File: src/rtl/sh7604_pkg.sv
// Shared SH7604 types: DBUS owner/arbiter-state encodings and the burst length.
package sh7604_pkg;

    typedef enum logic [1:0] {
        OWN_NONE = 2'b00,
        OWN_CPU  = 2'b01,
        OWN_DMA  = 2'b10
    } DBUS_OWNER_t;

    typedef enum logic [1:0] {
        ST_IDLE = 2'b00,
        ST_CPU  = 2'b01,
        ST_DMA  = 2'b10
    } DBUS_ARB_STATE_t;

    localparam int DBUS_BURST_BEATS = 4;

    function automatic DBUS_OWNER_t dbus_owner_of(input DBUS_ARB_STATE_t st);
        case (st)
            ST_CPU:  return OWN_CPU;
            ST_DMA:  return OWN_DMA;
            default: return OWN_NONE;
        endcase
    endfunction

endpackage

File: src/rtl/sh7604_dbus_mux.sv
// Owner select of the CPU/DMAC request bundles onto the BSC side; all zero with no owner.
module sh7604_dbus_mux
    import sh7604_pkg::*;
(
    input  DBUS_OWNER_t OWNER,
    input  logic [31:0] C_A,
    input  logic [31:0] C_DO,
    input  logic [3:0]  C_BA,
    input  logic        C_WE,
    input  logic        C_REQ,
    input  logic        C_LOCK,
    input  logic        C_BURST,
    input  logic [31:0] D_A,
    input  logic [31:0] D_DO,
    input  logic [3:0]  D_BA,
    input  logic        D_WE,
    input  logic        D_REQ,
    input  logic        D_LOCK,
    input  logic        D_BURST,
    output logic [31:0] M_A,
    output logic [31:0] M_DO,
    output logic [3:0]  M_BA,
    output logic        M_WE,
    output logic        M_REQ,
    output logic        M_LOCK,
    output logic        M_BURST
);

    always_comb begin
        M_A     = '0;
        M_DO    = '0;
        M_BA    = '0;
        M_WE    = 1'b0;
        M_REQ   = 1'b0;
        M_LOCK  = 1'b0;
        M_BURST = 1'b0;
        case (OWNER)
            OWN_CPU: begin
                M_A     = C_A;
                M_DO    = C_DO;
                M_BA    = C_BA;
                M_WE    = C_WE;
                M_REQ   = C_REQ;
                M_LOCK  = C_LOCK;
                M_BURST = C_BURST;
            end
            OWN_DMA: begin
                M_A     = D_A;
                M_DO    = D_DO;
                M_BA    = D_BA;
                M_WE    = D_WE;
                M_REQ   = D_REQ;
                M_LOCK  = D_LOCK;
                M_BURST = D_BURST;
            end
            default: ;
        endcase
    end

endmodule

File: src/rtl/sh7604_dbus_arbiter.sv
// CPU/DMAC arbiter for the SH7604 external data bus: LOCK, 4-beat bursts, anti-starvation.
// Define DBUS_ARB_STATS_EN to add grant/contention counters on STAT_CPU/STAT_DMA/STAT_CONT.
module sh7604_dbus_arbiter
    import sh7604_pkg::*;
#(
    parameter int STARVE_MAX = 8,
    parameter bit DMA_PRIO   = 1'b1
) (
    input  logic        CLK,
    input  logic        RST_N,
    input  logic        CE_R,
    input  logic        CE_F,
    input  logic [31:0] C_A,
    input  logic [31:0] C_DO,
    input  logic [3:0]  C_BA,
    input  logic        C_WE,
    input  logic        C_REQ,
    input  logic        C_LOCK,
    input  logic        C_BURST,
    output logic        C_WAIT,
    input  logic [31:0] D_A,
    input  logic [31:0] D_DO,
    input  logic [3:0]  D_BA,
    input  logic        D_WE,
    input  logic        D_REQ,
    input  logic        D_LOCK,
    input  logic        D_BURST,
    output logic        D_WAIT,
    output logic [31:0] M_A,
    output logic [31:0] M_DO,
    output logic [3:0]  M_BA,
    output logic        M_WE,
    output logic        M_REQ,
    output logic        M_LOCK,
    output logic        M_BURST,
    input  logic        M_WAIT,
    output logic        BSC_ACK,
    output logic [1:0]  OWNER
`ifdef DBUS_ARB_STATS_EN
    ,
    output logic [15:0] STAT_CPU,
    output logic [15:0] STAT_DMA,
    output logic [15:0] STAT_CONT
`endif
);

    localparam int              SW       = $clog2(STARVE_MAX + 1);
    localparam logic [SW-1:0]   SMAX     = SW'(STARVE_MAX);
    localparam logic [1:0]      BEAT_RLD = 2'(DBUS_BURST_BEATS - 1);

    DBUS_ARB_STATE_t state, arb_pick;
    DBUS_OWNER_t     owner;
    logic [1:0]      beat_cnt;
    logic [SW-1:0]   starve_cnt, starve_nxt;
    logic            burst_raw, beat_done, first_burst, last_beat, release_bus, arb_point;

    // Every decision is taken on the falling phase; the rising enable has no role here.
    logic unused_ce_r;
    assign unused_ce_r = CE_R;

    assign owner = dbus_owner_of(state);
    assign OWNER = owner;

    sh7604_dbus_mux u_mux (
        .OWNER   (owner),
        .C_A     (C_A),
        .C_DO    (C_DO),
        .C_BA    (C_BA),
        .C_WE    (C_WE),
        .C_REQ   (C_REQ),
        .C_LOCK  (C_LOCK),
        .C_BURST (C_BURST),
        .D_A     (D_A),
        .D_DO    (D_DO),
        .D_BA    (D_BA),
        .D_WE    (D_WE),
        .D_REQ   (D_REQ),
        .D_LOCK  (D_LOCK),
        .D_BURST (D_BURST),
        .M_A     (M_A),
        .M_DO    (M_DO),
        .M_BA    (M_BA),
        .M_WE    (M_WE),
        .M_REQ   (M_REQ),
        .M_LOCK  (M_LOCK),
        .M_BURST (burst_raw)
    );

    assign M_BURST = burst_raw | (beat_cnt != 2'd0);

    assign beat_done   = CE_F & M_REQ & ~M_WAIT;
    assign first_burst = beat_done & (beat_cnt == 2'd0) & burst_raw;
    assign last_beat   = beat_done & ((beat_cnt == 2'd1) | ((beat_cnt == 2'd0) & ~burst_raw));

    // An unlocked owner leaves on REQ low or its last beat; a REQ drop mid-burst always releases.
    assign release_bus = (state != ST_IDLE) & CE_F &
                         ((~M_REQ & (~M_LOCK | (beat_cnt != 2'd0))) | (last_beat & ~M_LOCK));
    assign arb_point   = CE_F & ((state == ST_IDLE) | release_bus);

    always_comb begin
        starve_nxt = starve_cnt;
        if (!C_REQ)
            starve_nxt = '0;
        else if ((state == ST_DMA) && beat_done && (beat_cnt == 2'd0) && (starve_cnt != SMAX))
            starve_nxt = starve_cnt + 1'b1;
    end

    // Uses the post-beat starve count so the CPU slot lands right after the STARVE_MAX-th beat.
    always_comb begin
        arb_pick = ST_IDLE;
        if (C_REQ && (starve_nxt == SMAX))
            arb_pick = ST_CPU;
        else if (C_REQ && D_REQ) begin
            if (DMA_PRIO) arb_pick = ST_DMA;
            else          arb_pick = ST_CPU;
        end
        else if (C_REQ)
            arb_pick = ST_CPU;
        else if (D_REQ)
            arb_pick = ST_DMA;
    end

    always_ff @(posedge CLK or negedge RST_N) begin
        if (!RST_N) begin
            state      <= ST_IDLE;
            beat_cnt   <= 2'd0;
            starve_cnt <= '0;
        end else if (CE_F) begin
            if (arb_point)
                state <= arb_pick;

            if (release_bus)
                beat_cnt <= 2'd0;
            else if (first_burst)
                beat_cnt <= BEAT_RLD;
            else if (beat_done && (beat_cnt != 2'd0))
                beat_cnt <= beat_cnt - 2'd1;

            if (arb_point && (arb_pick == ST_CPU))
                starve_cnt <= '0;
            else
                starve_cnt <= starve_nxt;
        end
    end

    assign C_WAIT  = C_REQ & ((state != ST_CPU) | M_WAIT);
    assign D_WAIT  = D_REQ & ((state != ST_DMA) | M_WAIT);
    assign BSC_ACK = (state == ST_DMA) & D_REQ & ~M_WAIT;

`ifdef DBUS_ARB_STATS_EN
    always_ff @(posedge CLK or negedge RST_N) begin
        if (!RST_N) begin
            STAT_CPU  <= 16'd0;
            STAT_DMA  <= 16'd0;
            STAT_CONT <= 16'd0;
        end else if (arb_point) begin
            if ((arb_pick == ST_CPU) && (STAT_CPU != 16'hFFFF))
                STAT_CPU <= STAT_CPU + 16'd1;
            if ((arb_pick == ST_DMA) && (STAT_DMA != 16'hFFFF))
                STAT_DMA <= STAT_DMA + 16'd1;
            if (C_REQ && D_REQ && (STAT_CONT != 16'hFFFF))
                STAT_CONT <= STAT_CONT + 16'd1;
        end
    end
`endif

endmodule
File: config.mk
export PLATFORM = sky130hd
export DESIGN_NAME = sh7604_dbus_arbiter
export DESIGN_NICKNAME = d
export VERILOG_FILES = /design/src/rtl/sh7604_pkg.sv /design/src/rtl/sh7604_dbus_mux.sv /design/src/rtl/sh7604_dbus_arbiter.sv
export SDC_FILE = /design/constraint.sdc
export NUM_CORES = 1
export LEC_CHECK = 0
export CORE_AREA = 2 2 88 90
export CTS_CLUSTER_DIAMETER = 30
export DETAILED_ROUTE_END_ITERATION = 16
export DIE_AREA = 0 0 90 92
export PLACE_DENSITY = 0.77
export SETUP_SLACK_MARGIN = 0.3
export SLEW_MARGIN = 20
export SYNTH_ARGS = -nofsm -noshare
export SYNTH_HDL_FRONTEND = slang
export SYNTH_SLANG_ARGS = --single-unit
File: constraint.sdc
create_clock -name CLK -period 2.6 [get_ports CLK]
set_input_delay 0.39 -clock CLK [delete_from_list [all_inputs] [get_ports CLK]]
set_output_delay 0.39 -clock CLK [all_outputs]
set_load 0.05 [all_outputs]
==> flow_summary.json, run 1 <==
{
  "total_power_mw": 2.84,
  "cts.htree.levels": 1,
  "n_antenna_cell": 0,
  "viasPerCell": 5.02,
  "syn_area_sq_mm": 0.00182,
  "switching_share_pct": 47.8,
  "grt_max_degree": 43,
  "arrival_ns": 2.35,
  "regToRegSetupSlack_ns": 0.35,
  "combPwrFrac_pct": 89.3,
  "end_kind": "register",
  "design_area_sq_mm": 0.00523,
  "synth_cell_types": 40,
  "dpl_cell_area_sq_mm": 0.00507,
  "seq_power_share_pct": 5.1,
  "numCtsBuffers": 3,
  "final_max_slew_viol_count": 0,
  "pwr-share-clk_pct": 5.6,
  "hold_viol_final": 0,
  "crit_type": "register to register",
  "num_io_pins": 226,
  "slew_headroom_pct": 66.3,
  "avgSynthCellArea_sq_um": 7.25,
  "cts_root_buffer": "clkbuf_8",
  "synth-edff-count": 0,
  "antenna_left": 0,
  "seq_area_frac_synth_pct": 11.0,
  "setup_violations": 0,
  "worstPathRequired_ns": 2.70,
  "period_share_pct": 86.4,
  "core-area_sq_mm": 0.00745,
  "worstPathMaxFanout": 6,
  "max_cap_violations": 0,
  "rr_endpoint": "state[1]",
  "cts_tree": "built",
  "hpwl_microns": 8400,
  "peakVddDrop_mv": 0.523,
  "die_h_microns": 92,
  "netSwitchingPower_mw": 1.36,
  "cts_buffer_depth": 2,
  "totalWireLength_microns": 10600,
  "status": "completed",
  "cp-start-kind": "register",
  "rows": 32,
  "skew_ns": 0.00423,
  "dieArea_sq_mm": 0.00828,
  "max_freq_mhz": 445,
  "ys.flop_type": "dfrtp_1",
  "fin_crit_ns": 2.25,
  "layout-drive-gt1-share_pct": 37.5,
  "synth-seq-cells": 8,
  "reg2reg_depth": 8,
  "synthTopCellsByArea": "a22oi_1, nor2b_1, dfrtp_1, ha_1, buf_1",
  "max_slew.worst_pin.slew_ns": 0.503,
  "firstDrtPassIters": 4,
  "area_growth_pct": 187,
  "grt_pass1_wl_microns": 15700,
  "yosys_warnings": 0,
  "start_util_pct": 24.4,
  "syn_nets": 409,
  "cts_sinks": 8,
  "synth_top_area_cell": "a22oi_1",
  "async_flop_share_pct": 100,
  "drc": 0,
  "antenna_found_initial": 0,
  "hold_buffers": 0,
  "dr_total_vias": 2844,
  "track_usage_pct": 23.4,
  "dieWidth_microns": 90,
  "hp-class": "input pin to asynchronous set/reset pin",
  "num-nets-final": 624,
  "gr-total-overflow": 0,
  "clk_pin_slew_ns": 0.05,
  "wire_per_inst_microns": 18.7,
  "grt_pass1_vias": 2820,
  "fillers": 571,
  "power_density_mw_per_mm2": 544,
  "port_buffers": 224,
  "power.leakage_nw": 1.89,
  "yosysTopAreaCellShare_pct": 28.9,
  "p_int_mw": 1.48,
  "initialDrtViolationCount": 144,
  "rsz0062_at_grt": "false",
  "final_cell_mix": "clkdlybuf4s50_1, buf_12, nor2b_2",
  "layout_setup_ws_ns": 0.353,
  "clk_latency_ns": 0.24,
  "final_common_cell": "clkdlybuf4s50_1",
  "timing.rr.start": "state[1]",
  "gp_congestion": 0.866,
  "synthCells": 251,
  "setup_tns_ns": 0,
  "pre_cts_slack_ns": 0.197
}
==> power groups by stage <==
| stage | Sequential (mW) | Clock [mW] | Combinational, mW |
|---|---|---|---|
| 6_report | 0.144 | 0.161 | 2.54 |
| 5_1_grt | 0.145 | 0.165 | 2.64 |
| 4_1_cts | 0.140 | 0.155 | 2.49 |
| 3_5_place_dp | 0.142 | 0 | 2.47 |
| 3_3_place_gp | 0.141 | 0 | 2.44 |
| 2_1_floorplan | 0.140 | 0 | 1.30 |
==> metrics by stage <==
step                      utilization [%]  instances  hold WS (ns)
final                                70.2        566         0.448
after global routing                 70.2        566         0.470
after CTS                            69.0        563         0.470
after detailed placement             68.1        560         0.568
after global placement               68.1        560         0.541
after floorplan                         -        251        0.0944
==> cells by family after synthesis <==
group | share of synthesized area (%)
xor+xnor | 1.38
flops | 11.0
buf+inv | 7.98
simple gates | 33.7
fa+ha+maj | 6.19
mux | 0.619
compound gates | 39.1
==> area by class of cell <==
cell class                 instances  area [sq um]  share of cell area (%)
timing repair buffer             236          3120                    59.7
multi-input combinational        206          1700                    32.4
sequential                         8           203                    3.88
tap                              102           128                    2.44
clock buffer                       3          41.3                   0.789
inverter                          11          41.3                   0.789
==> registers in the layout, summed over array words and instances (netlist names) <==
name and count:
beat_cnt 2, state 2, starve_cnt 4
==> cell usage after synthesis (2+ instances only) <==
library cell,n
nor3_1,3
o31a_1,2
nand3b_1,2
a21oi_1,3
nor2b_1,74
o21ai_1,3
o21bai_1,2
dfrtp_1,8
a22oi_2,2
a22oi_1,70
and3_1,2
a311oi_1,2
clkbuf_1,10
nand2b_1,2
buf_1,11
nand2_1,9
ha_1,9
inv_1,11
buf_2,4
o21ai_0,2
==> worst max-delay path: stages (launching register included) <==
cell and delay, ns:
dfrtp_2 0.40, inv_1 0.13, ha_4 0.34, nand3b_1 0.19, nor4_4 0.33, buf_4 0.19
a31oi_1 0.10, o31ai_1 0.30, o21ai_1 0.12
==> layer usage <==
layer	GRT usage [%]	wire length, microns	share of wire (%)
met1	27.7	3990	38
met3	5.09	680	6.4
met5	0	0	0
met4	4.62	243	2.3
met2	43.5	5690	54
==> worst max-delay path by stage <==
stage | slack, ns | endpoint | startpoint | cells past startpoint
6_report | 0.35 | state[1] | state[1] | 8
5_1_grt | 0.28 | state[1] | state[0] | 9
4_1_cts | 0.30 | M_A[26] | state[0] | 6
3_5_place_dp | 0.20 | state[0] | state[0] | 9
3_3_place_gp | 0.27 | starve_cnt[3] | M_WAIT | 7
2_1_floorplan | 0.34 | M_DO[0] | state[1] | 6
==> repair_timing <==
| item | 4_1_cts | 5_1_grt |
|---|---|---|
| gates resized for setup | 6 | 16 |
| setup endpoints to repair | 48 | 73 |
| buffers inserted | 0 | 3 |
| pin swaps | 1 | 3 |
Power figures use the tool's default switching activity.
==> run 2: changes to the inputs <==
--- a/config.mk
+++ b/config.mk
@@ -6,10 +6,11 @@
 export NUM_CORES = 1
 export LEC_CHECK = 0
 export CORE_AREA = 2 2 88 90
+export CTS_BUF_LIST = sky130_fd_sc_hd__clkbuf_16
 export CTS_CLUSTER_DIAMETER = 30
 export DETAILED_ROUTE_END_ITERATION = 16
 export DIE_AREA = 0 0 90 92
-export PLACE_DENSITY = 0.77
+export PLACE_DENSITY = 0.85
 export SETUP_SLACK_MARGIN = 0.3
 export SLEW_MARGIN = 20
 export SYNTH_ARGS = -nofsm -noshare
==> run 2 against run 1 <==
Final cell count up 0.18%. Global-route usage grew 0.96 points. Fmax decreased by 0.36%. Non-clock buffer count is 1 higher. Critical endpoint is now starve_cnt[3]. Largest cell class unchanged.
==> flow_summary.json, run 2 (same netlist as run 1, synthesis figures left out) <==
{
  "status": "completed",
  "final_cell_mix": "clkdlybuf4s50_1, buf_12, a22oi_1, nor2b_2",
  "totalWireLength_microns": 10900,
  "slew_headroom_pct": 66.4,
  "cts_sinks": 8,
  "viasPerCell": 5.20,
  "grt_pass1_vias": 2972,
  "total_power_mw": 2.93,
  "grt_max_degree": 41,
  "antenna_left": 0,
  "clk_latency_ns": 0.24,
  "num-nets-final": 625,
  "final_core_util_pct": 70.6,
  "clk_pin_slew_ns": 0.04,
  "dieWidth_microns": 90,
  "cts.htree.levels": 1,
  "netSwitchingPower_mw": 1.37,
  "max_slew.worst_pin.slew_ns": 0.502,
  "worstPathRequired_ns": 2.70,
  "largest_reg_flops": 4,
  "period_share_pct": 86.7,
  "crit_type": "input pin to register",
  "layout-drive-gt1-share_pct": 38.1,
  "initialDrtViolationCount": 202,
  "gr-total-overflow": 0,
  "numCtsBuffers": 3,
  "max_stage_delay_ns": 0.51,
  "grt_pass1_wl_microns": 16300,
  "power_density_mw_per_mm2": 558,
  "p_int_mw": 1.57,
  "cts_buffer_depth": 2,
  "die_h_microns": 92,
  "final_max_slew_viol_count": 0,
  "num_io_pins": 226,
  "crit_path_cell_trace": "clkdlybuf4s50_1 > buf_4 > nor2b_1 > o2bb2a_1 > a22oi_2 > nor2b_1 > a311oi_1 > o22ai_1",
  "worstPathMaxFanout": 10,
  "max_freq_mhz": 443,
  "skew_ns": 0.00204,
  "end_kind": "register",
  "cts_root_buffer": "clkbuf_16",
  "hpwl_microns": 8690,
  "power.leakage_nw": 1.92,
  "cp-start-kind": "input pin",
  "core-area_sq_mm": 0.00745,
  "setup_tns_ns": 0,
  "pwr-share-clk_pct": 8.9,
  "peakVddDrop_mv": 0.460,
  "cp_slowest_cell": "clkdlybuf4s50_1",
  "n_antenna_cell": 0,
  "rows": 32,
  "setup_violations": 0,
  "seq_power_share_pct": 4.9,
  "dieArea_sq_mm": 0.00828,
  "final_common_cell": "clkdlybuf4s50_1",
  "rsz0062_at_grt": "false",
  "dr_total_vias": 2946,
  "fin_crit_ns": 2.26,
  "registers.top_by_ff_count": "starve_cnt",
  "gp_congestion": 0.875,
  "cts_tree": "built",
  "hp-class": "input pin to asynchronous set/reset pin",
  "path_common_cell": "nor2b_1",
  "max_cap_violations": 0,
  "whs_ns": 0.447,
  "switching_share_pct": 46.6,
  "combPwrFrac_pct": 86.1,
  "firstDrtPassIters": 5,
  "antenna_found_initial": 0,
  "start_util_pct": 24.4,
  "fillers": 541,
  "drc": 0,
  "final_cells": 567,
  "hold_viol_final": 0,
  "area_growth_pct": 189,
  "wire_per_inst_microns": 19.3,
  "top_regs": "starve_cnt: 4 flops, beat_cnt: 2 flops, state: 2 flops",
  "arrival_ns": 2.36,
  "port_buffers": 224,
  "dp.cells": 560,
  "track_usage_pct": 24.4
}
[run 2: changes by cell type in the layout (fill, tap and decap cells not counted), moves of 2 or more]
cell / delta
buf_12: -2
clkbuf_16: +3
clkbuf_8: -3
buf_6: +2
buf_4: +2
[run 2: routing by layer]
metal  share of wire (%)  wire length (microns)  GRT usage (%)
met1                  36                   3930           28.1
met2                  54                   5880           45.0
met3                 7.4                    808           5.67
met4                 3.0                    327           6.79
met5                   0                      0              0
[run 2: final timing paths]
path                                from            end  slack [ns]  cells after the start
worst max-delay path                CE_F  starve_cnt[3]        0.34                      8
worst min-delay path               RST_N    beat_cnt[1]        0.45                      1
worst max register to register  state[0]  starve_cnt[3]        0.35                      8
worst min register to register  state[1]       state[1]        0.58                      2
max in group asynchronous          RST_N  starve_cnt[0]        1.85                      1
min in group CLK                state[1]       state[1]        0.58                      2
[run 2: repair_timing]
item                                    4_1_cts  5_1_grt
cloned                                        0        0
endpoints found under the setup margin       48       67
hold buffers                                  0        0
buffers inserted                              2        2
gates resized for setup                       5       13
pin swaps                                     1        4
[run 2: area by class of cell]
type,count,area [sq um],share of cell area [%]
Clock buffer,3,75.1,1.43
Inverter,11,41.3,0.785
Multi-Input combinational cell,206,1710,32.5
Sequential cell,8,204,3.88
Tap cell,102,128,2.43
Timing Repair Buffer,237,3100,59.0
[run 2: worst max-delay path: cells and delay by family]
family	cells	cell delay [ns]
buffers and inverters	2	0.70
AND/OR/NAND/NOR	2	0.31
AO/OA/AOI/OAI	4	0.95
[run 2: stage by stage]
stage | instance area [sq um] | worst slack [ns]
final | 5260 | 0.345
after detailed placement | 5070 | 0.191
after global placement | 5070 | 0.284
after global routing | 5260 | 0.270
after floorplan | 1990 | 0.335
after CTS | 5180 | 0.297
[run 2: power by group through the flow]
stage	logic (mW)	clock network, mW	registers (mW)
floorplan	1.30	0	0.140
global placement	2.42	0	0.141
detailed placement	2.47	0	0.142
CTS	2.49	0.265	0.140
global route	2.62	0.267	0.146
finish	2.53	0.262	0.144
==> run 3: changes to the inputs <==
--- a/config.mk
+++ b/config.mk
@@ -12,6 +12,7 @@
 export DIE_AREA = 0 0 90 92
 export PLACE_DENSITY = 0.85
 export SETUP_SLACK_MARGIN = 0.3
+export SKIP_CTS_REPAIR_TIMING = 1
 export SLEW_MARGIN = 20
 export SYNTH_ARGS = -nofsm -noshare
 export SYNTH_HDL_FRONTEND = slang
==> run 3 against run 2 <==
Setup slack improved by 0.024 ns. Clock skew down 0.0011 ns. First-iteration DRC count decreased by 3.5%. Via count rose by 0.20%. Combinational power is essentially flat. Highest routed layer unchanged.
==> flow_summary.json, run 3 (same netlist as run 1, synthesis figures left out) <==
{
  "dr_total_vias": 2952,
  "antenna_left": 0,
  "power_density_mw_per_mm2": 558,
  "status": "completed",
  "slew_headroom_pct": 66.4,
  "hold_viol_final": 0,
  "start_util_pct": 24.4,
  "cts_tree": "built",
  "grt_max_degree": 41,
  "num-nets-final": 624,
  "cp_slowest_cell": "dfrtp_1",
  "area_growth_pct": 188,
  "wire_per_inst_microns": 19.0,
  "design_area_sq_mm": 0.00525,
  "rr_endpoint": "starve_cnt[3]",
  "final_core_util_pct": 70.4,
  "final_cell_mix": "clkdlybuf4s50_1, buf_12, a22oi_1, nor2b_2",
  "cts.htree.levels": 1,
  "peakVddDrop_mv": 0.452,
  "hpwl_microns": 8690,
  "dieWidth_microns": 90,
  "worstPathBufferInverterCount": 3,
  "firstDrtPassIters": 5,
  "cts_root_buffer": "clkbuf_16",
  "drc": 0,
  "period_share_pct": 85.8,
  "setup_violations": 0,
  "initialDrtViolationCount": 195,
  "fin_crit_ns": 2.23,
  "skew_ns": 0.000983,
  "gr-total-overflow": 0,
  "cp-start-kind": "register",
  "antenna_found_initial": 0,
  "reg2reg_depth": 8,
  "power.leakage_nw": 1.90,
  "crit_path_cell_trace": "inv_2 > ha_4 > buf_6 > a22oi_1 > nor2b_2 > buf_12",
  "top_regs": "starve_cnt: 4 flops, beat_cnt: 2 flops, state: 2 flops",
  "dieArea_sq_mm": 0.00828,
  "registers.top_by_ff_count": "starve_cnt",
  "worstPathRequired_ns": 2.21,
  "rsz0062_at_grt": "true",
  "crit_type": "register to primary output",
  "clk_latency_ns": 0.24,
  "core-area_sq_mm": 0.00745,
  "grt_pass1_vias": 2970,
  "gp_congestion": 0.875,
  "numCtsBuffers": 3,
  "regToRegSetupSlack_ns": 0.39,
  "grt_pass1_wl_microns": 16200,
  "crit_family": "buffers and inverters",
  "fillers": 548,
  "max_cap_violations": 0,
  "setup_tns_ns": 0,
  "die_h_microns": 92,
  "max_stage_delay_ns": 0.43,
  "arrival_ns": 1.84,
  "endpoint": "M_A[25]",
  "num_io_pins": 226,
  "clk_pin_slew_ns": 0.04,
  "dpl_cell_area_sq_mm": 0.00507,
  "viasPerCell": 5.22,
  "final_max_slew_viol_count": 0,
  "max_slew.worst_pin.slew_ns": 0.502,
  "final_common_cell": "clkdlybuf4s50_1",
  "cts_sinks": 8,
  "n_antenna_cell": 0,
  "totalWireLength_microns": 10700,
  "layout-drive-gt1-share_pct": 37.5,
  "critical_path_depth": 6,
  "track_usage_pct": 24.2,
  "worstPathMaxFanout": 32,
  "max_freq_mhz": 448,
  "crit_start": "state[0]",
  "cts_buffer_depth": 2,
  "end_kind": "primary output",
  "hp-class": "input pin to asynchronous set/reset pin",
  "timing.rr.start": "state[0]",
  "largest_reg_flops": 4,
  "port_buffers": 224,
  "rows": 32
}
==> run 3: changes by cell type in the layout (fill, tap and decap cells not counted) <==
cell | before | now
buf_12 | 74 | 75
buf_4 | 9 | 8
buf_8 | 2 | 1
dfrtp_1 | 5 | 7
dfrtp_2 | 3 | 1
nor4_2 | 0 | 1
nor4_4 | 2 | 1
==> run 3: metal layers <==
metal | part of all wire, % | wire, microns | track usage (%)
met1 | 36 | 3840 | 27.8
met2 | 54 | 5770 | 44.8
met3 | 8.0 | 854 | 5.67
met4 | 2.6 | 280 | 6.79
met5 | 0 | 0 | 0
==> run 3: worst min path at each step <==
stage / from / endpoint / slack, ns / cells after the start
floorplan: RST_N / beat_cnt[0] / 0.09 / 0
global route: RST_N / starve_cnt[2] / 0.47 / 1
detailed placement: state[0] / state[0] / 0.57 / 2
global placement: state[1] / state[1] / 0.54 / 2
CTS: RST_N / beat_cnt[1] / 0.45 / 1
finish: RST_N / starve_cnt[2] / 0.45 / 1
==> run 3: layout make-up <==
class                   count  area, sq um  area share, %
inverters                  11         41.3          0.787
clock buffers               3         75.1           1.43
well taps                 102          128           2.43
multi-input cells         206         1700           32.4
flip-flops and latches      8          201           3.84
repair buffers            236         3100           59.1
==> run 3: worst register-to-register path: cells and delay by family (launching register included) <==
family | cells | cell delay [ns]
simple gates | 2 | 0.57
flops | 1 | 0.43
compound gates | 3 | 0.54
buf+inv | 1 | 0.14
xor+xnor | 1 | 0.19
fa+ha+maj | 1 | 0.20
==> run 3: metrics by stage <==
stage                     power, mW  hold WS [ns]  cells  setup WS [ns]
after floorplan                1.44        0.0944    251          0.335
after global placement         2.56         0.544    560          0.284
after detailed placement       2.61         0.566    560          0.191
after CTS                      2.88         0.453    563          0.157
after global routing           3.02         0.466    566          0.257
final                          2.92         0.452    566          0.368
==> run 3: power breakdown <==
group / switching, mW / internal [mW]
Sequential: 0.0108 / 0.133
Clock: 0.0642 / 0.199
Combinational: 1.28 / 1.23
Total: 1.36 / 1.57
